$ cat config.mk
export PLATFORM = sky130hd
export DESIGN_NAME = recip_gen
export DESIGN_NICKNAME = d
export VERILOG_FILES = /design/src/rtl/recip_pkg.sv /design/src/rtl/recip_step.sv /design/src/rtl/recip_gen.sv
export SDC_FILE = /design/constraint.sdc
export NUM_CORES = 1
export LEC_CHECK = 0
export ABC_AREA = 1
export CORE_MARGIN = 2
export CORE_UTILIZATION = 56
export CTS_CLUSTER_DIAMETER = 200
export DETAILED_ROUTE_END_ITERATION = 10
export GPL_TIMING_DRIVEN = 0
export HOLD_SLACK_MARGIN = 0.03
export PLACE_DENSITY = 0.89
export SLEW_MARGIN = 5
export SYNTH_ARGS = -nofsm -noshare
export SYNTH_HDL_FRONTEND = slang
export SYNTH_SLANG_ARGS = --single-unit
$ cat constraint.sdc
create_clock -name clk -period 2.25 [get_ports clk]
set_clock_uncertainty 0.15 [all_clocks]
set_input_delay 0.45 -clock clk [delete_from_list [all_inputs] [get_ports clk]]
set_output_delay 0.45 -clock clk [all_outputs]
set_load 0.02 [all_outputs]
$ cat src/rtl/recip_pkg.sv
// Shared types and defaults for the sequential reciprocal generator.
// recip_ref() returns the truncated reciprocal code for a given divisor.
package recip_pkg;

  typedef enum logic [1:0] {
    IDLE = 2'd0,
    RUN  = 2'd1,
    DONE = 2'd2
  } recip_state_t;

  localparam int RECIP_AW = 4;
  localparam int RECIP_QW = 16;

  // floor(2^QW / d), saturated to all ones when it does not fit (d == 1)
  function automatic logic [RECIP_QW-1:0] recip_ref(input logic [RECIP_AW:0] d);
    logic [RECIP_QW:0] num;
    logic [RECIP_QW:0] quo;
    num = {1'b1, {RECIP_QW{1'b0}}};
    if (d == {(RECIP_AW+1){1'b0}}) begin
      quo = {(RECIP_QW+1){1'b1}};
    end else begin
      quo = num / {{(RECIP_QW-RECIP_AW){1'b0}}, d};
    end
    if (quo[RECIP_QW]) begin
      recip_ref = {RECIP_QW{1'b1}};
    end else begin
      recip_ref = quo[RECIP_QW-1:0];
    end
  endfunction

endpackage

$ cat src/rtl/recip_step.sv
// One restoring-division iteration: shift the partial remainder left and
// subtract the divisor when it fits, producing one quotient bit.
module recip_step
  import recip_pkg::*;
#(
  parameter int AW = RECIP_AW
) (
  input  logic [AW+1:0] r_i,
  input  logic [AW:0]   d_i,
  output logic [AW+1:0] r_next_o,
  output logic          qbit_o
);

  logic [AW+2:0] r_shift_s;

  // Unsigned compare on the widened shift so no bit is lost before the test
  always_comb begin
    r_shift_s = {r_i, 1'b0};
    if (r_shift_s >= {2'b00, d_i}) begin
      qbit_o   = 1'b1;
      r_next_o = r_shift_s[AW+1:0] - {1'b0, d_i};
    end else begin
      qbit_o   = 1'b0;
      r_next_o = r_shift_s[AW+1:0];
    end
  end

endmodule

$ cat src/rtl/recip_gen.sv
// Sequential reciprocal generator: result = floor(2^QW / (operand+1)), one bit per clock.
// Define RECIP_ROUND_EN to compute a guard bit and round half up (remainder then reads 0).
module recip_gen
  import recip_pkg::*;
#(
  parameter int AW = RECIP_AW,
  parameter int QW = RECIP_QW
) (
  input  logic          clk,
  input  logic          rst_n,
  input  logic          start,
  input  logic [AW-1:0] operand,
  output logic          busy,
  output logic          done,
  output logic [QW-1:0] result,
  output logic [AW:0]   remainder,
  output logic          ovf
);

`ifdef RECIP_ROUND_EN
  localparam int NSTEP = QW + 1;
`else
  localparam int NSTEP = QW;
`endif
  localparam int CW  = $clog2(QW + 2);
  localparam int QIW = $clog2(NSTEP);

  recip_state_t   state_q, state_d;
  logic [AW:0]    d_q, d_d;
  logic [AW+1:0]  r_q, r_d;
  logic [NSTEP-1:0] q_q, q_d;
  logic [CW-1:0]  cnt_q, cnt_d;
  logic           busy_q, busy_d;
  logic           done_q, done_d;
  logic [QW-1:0]  result_q, result_d;
  logic [AW:0]    rem_q, rem_d;
  logic           ovf_q, ovf_d;

  logic [AW:0]      op_plus1_s;
  logic [AW+1:0]    r_next_s;
  logic             qbit_s;
  logic [QIW-1:0]   q_idx_s;
  logic [NSTEP-1:0] q_fin_s;
  logic [QW-1:0]    fin_result_s;
  logic [AW:0]      fin_rem_s;
  logic             fin_ovf_s;

  recip_step #(.AW(AW)) u_step (
    .r_i      (r_q),
    .d_i      (d_q),
    .r_next_o (r_next_s),
    .qbit_o   (qbit_s)
  );

  // Quotient bits are written MSB first; the last step lands in bit 0, which is still clear
  always_comb begin
    op_plus1_s = {1'b0, operand} + {{AW{1'b0}}, 1'b1};
    q_idx_s    = QIW'(NSTEP - 1) - cnt_q[QIW-1:0];
    q_fin_s    = q_q | {{(NSTEP-1){1'b0}}, qbit_s};
  end

`ifdef RECIP_ROUND_EN
  logic [QW:0] round_sum_s;

  // Round half up on the guard bit; a carry out saturates and flags overflow
  always_comb begin
    round_sum_s = {1'b0, q_fin_s[QW:1]} + {{QW{1'b0}}, q_fin_s[0]};
    fin_rem_s   = {(AW+1){1'b0}};
    if (round_sum_s[QW]) begin
      fin_result_s = {QW{1'b1}};
      fin_ovf_s    = 1'b1;
    end else begin
      fin_result_s = round_sum_s[QW-1:0];
      fin_ovf_s    = 1'b0;
    end
  end
`else
  // Truncating build: the quotient is the result and the final partial remainder is exact
  always_comb begin
    fin_result_s = q_fin_s;
    fin_rem_s    = r_next_s[AW:0];
    fin_ovf_s    = 1'b0;
  end
`endif

  // Next-state and output-register logic
  always_comb begin
    state_d  = state_q;
    d_d      = d_q;
    r_d      = r_q;
    q_d      = q_q;
    cnt_d    = cnt_q;
    busy_d   = 1'b0;
    done_d   = 1'b0;
    result_d = result_q;
    rem_d    = rem_q;
    ovf_d    = ovf_q;
    case (state_q)
      IDLE: begin
        if (start) begin
          d_d = op_plus1_s;
          if (operand == {AW{1'b0}}) begin
            // d == 1: 2^QW does not fit, finish immediately saturated
            state_d  = DONE;
            done_d   = 1'b1;
            result_d = {QW{1'b1}};
            rem_d    = {(AW+1){1'b0}};
            ovf_d    = 1'b1;
          end else begin
            state_d = RUN;
            busy_d  = 1'b1;
            r_d     = {{(AW+1){1'b0}}, 1'b1};
            q_d     = {NSTEP{1'b0}};
            cnt_d   = {CW{1'b0}};
          end
        end else begin
          state_d = IDLE;
        end
      end
      RUN: begin
        r_d          = r_next_s;
        q_d[q_idx_s] = qbit_s;
        cnt_d        = cnt_q + {{(CW-1){1'b0}}, 1'b1};
        if (cnt_q == CW'(NSTEP - 1)) begin
          state_d  = DONE;
          done_d   = 1'b1;
          result_d = fin_result_s;
          rem_d    = fin_rem_s;
          ovf_d    = fin_ovf_s;
        end else begin
          busy_d = 1'b1;
        end
      end
      DONE: begin
        state_d = IDLE;
      end
      default: begin
        state_d = IDLE;
      end
    endcase
  end

  // State and output registers, cleared asynchronously
  always_ff @(posedge clk or negedge rst_n) begin
    if (!rst_n) begin
      state_q  <= IDLE;
      d_q      <= {(AW+1){1'b0}};
      r_q      <= {(AW+2){1'b0}};
      q_q      <= {NSTEP{1'b0}};
      cnt_q    <= {CW{1'b0}};
      busy_q   <= 1'b0;
      done_q   <= 1'b0;
      result_q <= {QW{1'b0}};
      rem_q    <= {(AW+1){1'b0}};
      ovf_q    <= 1'b0;
    end else begin
      state_q  <= state_d;
      d_q      <= d_d;
      r_q      <= r_d;
      q_q      <= q_d;
      cnt_q    <= cnt_d;
      busy_q   <= busy_d;
      done_q   <= done_d;
      result_q <= result_d;
      rem_q    <= rem_d;
      ovf_q    <= ovf_d;
    end
  end

  assign busy      = busy_q;
  assign done      = done_q;
  assign result    = result_q;
  assign remainder = rem_q;
  assign ovf       = ovf_q;

endmodule
Yosys cells after proc, flatten, opt, wreduce, memory -nomap -nowiden --
Cells that the tools add are included.
Storage, ports and cells: register bits after elaboration 58
Operators by class: multiplexer cells 38, equal/unequal tests 6, $add $sub $neg 4, bitwise gates (word level) 1, reductions and logical operators 7, magnitude comparators 3
Operator list (number):
- $mux 16 | 5
- $pmux 16 s2 | 2
- $mux 5 | 5
- $pmux 5 s2 | 2
- $mux 6 | 3
- $bwmux 16 | 1
- $or 16x1->16 | 1
- $pmux 6 s2 | 1
- $mux 1 | 11
- $ne 2x2->1 const B | 4
- $ge 7x5->1 | 1
- $mux 2 | 3
- $pmux 1 s2 | 3
- $sub 6x5->6 | 1
- $add 4x1->5 const B | 1
- $add 5x1->5 const B | 1
- $eq 5x4->1 const B | 1
- $lt 4x5->1 const B | 1
- $demux 1 s4 | 1
- $ge 4x1->1 const B | 1
- $logic_not 4->1 | 1
- $pmux 2 s2 | 1
- $reduce_and 4->1 | 1
- $sub 4x4->4 const A | 1
- 6 further kinds | 6

Depth between registers and ports, before layout --
word-level depth 7, mapped depth 11, gate-level depth less buffers 11

Cells and area by module --
From an unflattened synthesis, not the netlist that was laid out.
Second synthesis, totals: cell total of the unflattened synthesis 370, area, all modules 2992.9 µm²
By module, submodules not included:
- recip_gen | times used 1, cells an instance 304, area an instance 2646.3 µm²
- recip_step | times used 1, cells an instance 66, area an instance 346.6 µm²

Worst setup path before layout --
Ideal clock, no wire load.
kind reg-to-reg, start register cnt_q[0], end register rem_q[0] (netlist: remainder[0]), stages on the path, launching flop included 10, arrival 1537 ps, buffers on the path 1, required time 1981 ps, slack 444 ps, cell sequence dfrtp_1 > ha_1 > inv_1 > nor2_1 > ha_1 > nand2_1 > buf_2 > clkinv_1 > nand3_1 > nand2_1
Between the ends: cells in the longest elaborated chain, start to end 3
Ends and longest elaborated chain:
- start, declared | RTL line recip_gen.sv:32 | logic [CW-1:0] cnt_q, cnt_d;
- start signal, assigned | RTL line recip_gen.sv:150 | cnt_q <= {CW{1'b0}};
- start signal, assigned | RTL line recip_gen.sv:161 | cnt_q <= cnt_d;
- $eq 5x4->1 | RTL line recip_gen.sv:124 | if (cnt_q == CW'(NSTEP - 1)) begin
- $ne 2x2->1 (no source line)
- $reduce_and 4->1 (no source line)
- end signal, assigned | RTL line recip_gen.sv:154 | rem_q <= {(AW+1){1'b0}};
- end signal, assigned | RTL line recip_gen.sv:165 | rem_q <= rem_d;
- end, declared | RTL line recip_gen.sv:36 | logic [AW:0] rem_q, rem_d;
Every way passes these cells. A chain may end at the register's enable or synchronous reset.

Worst setup path after layout --
Ends and elaborated chain as after synthesis.

==> results.cfg <==
[final_layout]
nets = 394
fillers = 384
area_delta_synth_final_pct = 21.5
layout.cells.non_filler = 446
drive_above_1_share_pct = 10.8
fin_area_mm2 = 0.00347
antennaDiodeCount = 0

[placed_design]
portBuffers = 30
post_dp_cell_area_mm2 = 0.00325
hpwl_um = 4260
pre_cts_ws_ps = -105
gp_congestion = 0.891
dp.cells = 429

[pwr]
p_leak_uw = 0.00166
peakVddDrop_mv = 0.707
power_density_mw_per_mm2 = 1580
power.total_uw = 5490

[global_routing]
overflow = 0
grt_start_max_net_pins = 40
grt_pass1_vias = 2269
grt_first_pass_wirelength_um = 10200
antenna_found_initial = 0
track_usage_pct = 23.9

[sta]
max_freq_mhz = 488
holdWs_ps = 329
fin_ws_ps = 199
relSlewSlack_pct = 69.3
period_share_pct = 91.1
setup_viol = 0
worst_slew_pin_slew_ps = 460
min_period_ps = 2050
slew_viol_final = 0
final_hold_viol_count = 0

[critical_path]
rr_startpoint = cnt_q[0]
r2r_cells = 9
reg2reg_to = remainder[0]
critical_path_required_ps = 2330
cp_slowest_stage_delay_ps = 440
path_cells = ha_1 > inv_1 > nor2_2 > ha_1 > nand2_1 > clkbuf_4 > clkinvlp_4 > nand3_1 > nand2_1
path_class = flop to flop
cp_max_fo = 10
crit_path_end_kind = flop
slowest_stage = dfrtp_1
ff2ff_setup_slack_ps = 200
startpoint_type = flop
arrival_ps = 2130

[clock_network]
cts_tree = done
cts.sinks = 58
cts_max_level = 3
cts-buffers-inserted = 9
cts_buffer_depth = 2
clkSlewWorstSetupHoldPaths_ps = 60
post_cts_buffers = 0
root_buffer = clkbuf_8
insertion_delay_ps = 340

[synth]
synth_edf_count = 0
synth_common_cells = nand2_1 (77), dfrtp_1 (58), inv_1 (41)
async_flop_share_pct = 100
syn_inst = 331
synth_flop_cell = dfrtp_1
yosysMostFrequentCell = nand2_1
ys_warn_count = 0
avgSynthCellArea_um2 = 8.62
synth_top_area_share_pct = 50.9
ys_top_cells_by_area = dfrtp_1 (51%), nand2_1 (10%), inv_1 (5.4%)
synth_cell_types = 30
seq_area_frac_synth_pct = 50.9
synth_area_mm2 = 0.00285
synth_top_area_cell = dfrtp_1
ys_ff_latch = 58
synth_nets = 351

[drt]
wl_um = 6010
first_pass_iters = 4
drt_drc_violations_left = 0
ant_nets = 0
vias = 2343
avgRoutedWirePerCell_um = 13.5
drtIter0Drc = 183
viasPerCell = 5.25

[hold_path]
hp-class = flop to flop
holdPathStages = 2
holdPathEnd = remainder[3]
worstHoldStart = remainder[3]

[run_status]
status = complete, no violations

[die]
core_area_mm2 = 0.00482
die_w_um = 75.4
pin_count = 31
rows = 25
die_h_um = 75.4
start_util_pct = 59.2
dieArea_mm2 = 0.00568

[job]
drv_cap = 0
[cell families (layout without fill, tap and decap cells)]
group | after synthesis | in the layout | share of synthesized area, %
AOI/OAI and AO/OA | 55 | 55 | 10.9
xor gates and xnor gates | 4 | 4 | 1.23
adders and majority gates | 13 | 13 | 5.96
buffers and inverters | 51 | 99 | 7.41
DFF | 58 | 58 | 50.9
and+or+nand+nor | 150 | 150 | 23.6
[worst max-delay path by stage]
stage	start	end	slack, ps	cells after the start
floorplan	cnt_q[0]	remainder[0]	440	9
CTS	cnt_q[0]	remainder[0]	50	9
global route	cnt_q[0]	result[9]	-5	9
detailed placement	operand[0]	q_q[15]	-110	9
finish	cnt_q[0]	remainder[0]	200	9
global placement	rst_n	result[8]	-1170	1
[registers in the layout, summed over array words and instances, names as in the netlist]
signal / cells
done: 1
q_q: 16
busy: 1
ovf: 1
result: 16
state_q: 2
remainder: 5
d_q: 5
cnt_q: 5
r_q: 6
[cells in the final DEF, fill, tap and decap left out]
master,synthesis,layout
o21ai_1,5,5
nand3_4,1,1
nand3_2,1,1
o21ai_0,21,21
clkbuf_4,0,3
nand3b_1,1,1
ha_1,12,12
nand4_1,9,9
nand3_1,19,19
o22a_1,7,7
nand2_2,3,3
buf_2,7,5
clkdlybuf4s50_1,0,29
clkbuf_8,0,12
nor2_4,1,1
clkbuf_1,1,1
or2_2,1,1
dfrtp_1,58,58
clkinvlp_4,0,3
inv_1,41,41
o22ai_1,3,3
fa_1,1,1
clkinv_2,0,2
nand2_1,77,77
dlygate4sd3_1,0,1
buf_8,1,1
nor3b_2,1,1
nor2_1,32,31
a31oi_1,1,1
buf_12,0,1
xor2_1,2,2
nand2_4,1,1
xnor2_1,2,2
a21oi_2,1,1
nor2_2,3,4
a21oi_1,17,17
[per-layer routing]
| layer | GRT usage [%] | share of wire [%] |
|---|---|---|
| met1 | 32.9 | 47 |
| met2 | 37.5 | 47 |
| met3 | 5.03 | 4.2 |
| met4 | 9.55 | 2.0 |
| met5 | 0 | 0 |
[layout make-up]
| type | instances | area, um2 | share of cell area (%) |
|---|---|---|---|
| Inverter | 42 | 161 | 4.66 |
| Sequential cell | 58 | 1450 | 41.9 |
| Multi-Input combinational cell | 222 | 1190 | 34.4 |
| Buffer | 9 | 61.3 | 1.77 |
| Timing Repair Buffer | 32 | 325 | 9.39 |
| Clock inverter | 4 | 25.0 | 0.722 |
| Tap cell | 67 | 83.8 | 2.42 |
| Clock buffer | 12 | 165 | 4.77 |
[through the flow]
step                util (%)  setup TNS [ps]
floorplan                  -               0
global placement        67.2          -68520
detailed placement      67.5           -2040
CTS                     71.7               0
global route            71.9           -4.75
finish                  71.9               0
[power by group]
part / leakage, uW / switching (uW) / internal (uW)
Clock: 0.0000944 / 407 / 485
Combinational: 0.000854 / 1680 / 1120
Sequential: 0.000711 / 298 / 1500
Total: 0.00166 / 2380 / 3110
[timing repair]
item	4_1_cts	5_1_grt
setup endpoints to repair	0	19
hold endpoints to repair	19	0
hold buffers	1	0
resized for setup	0	5
[worst max-delay path, delay by kind of cell, from the launching register on]
| kind | cells | cell delay (ps) |
|---|---|---|
| and+or+nand+nor | 4 | 370 |
| adders and majority gates | 2 | 430 |
| buffers and inverters | 3 | 550 |
| DFF | 1 | 440 |
No activity file was read; power rests on OpenSTA's default activity.
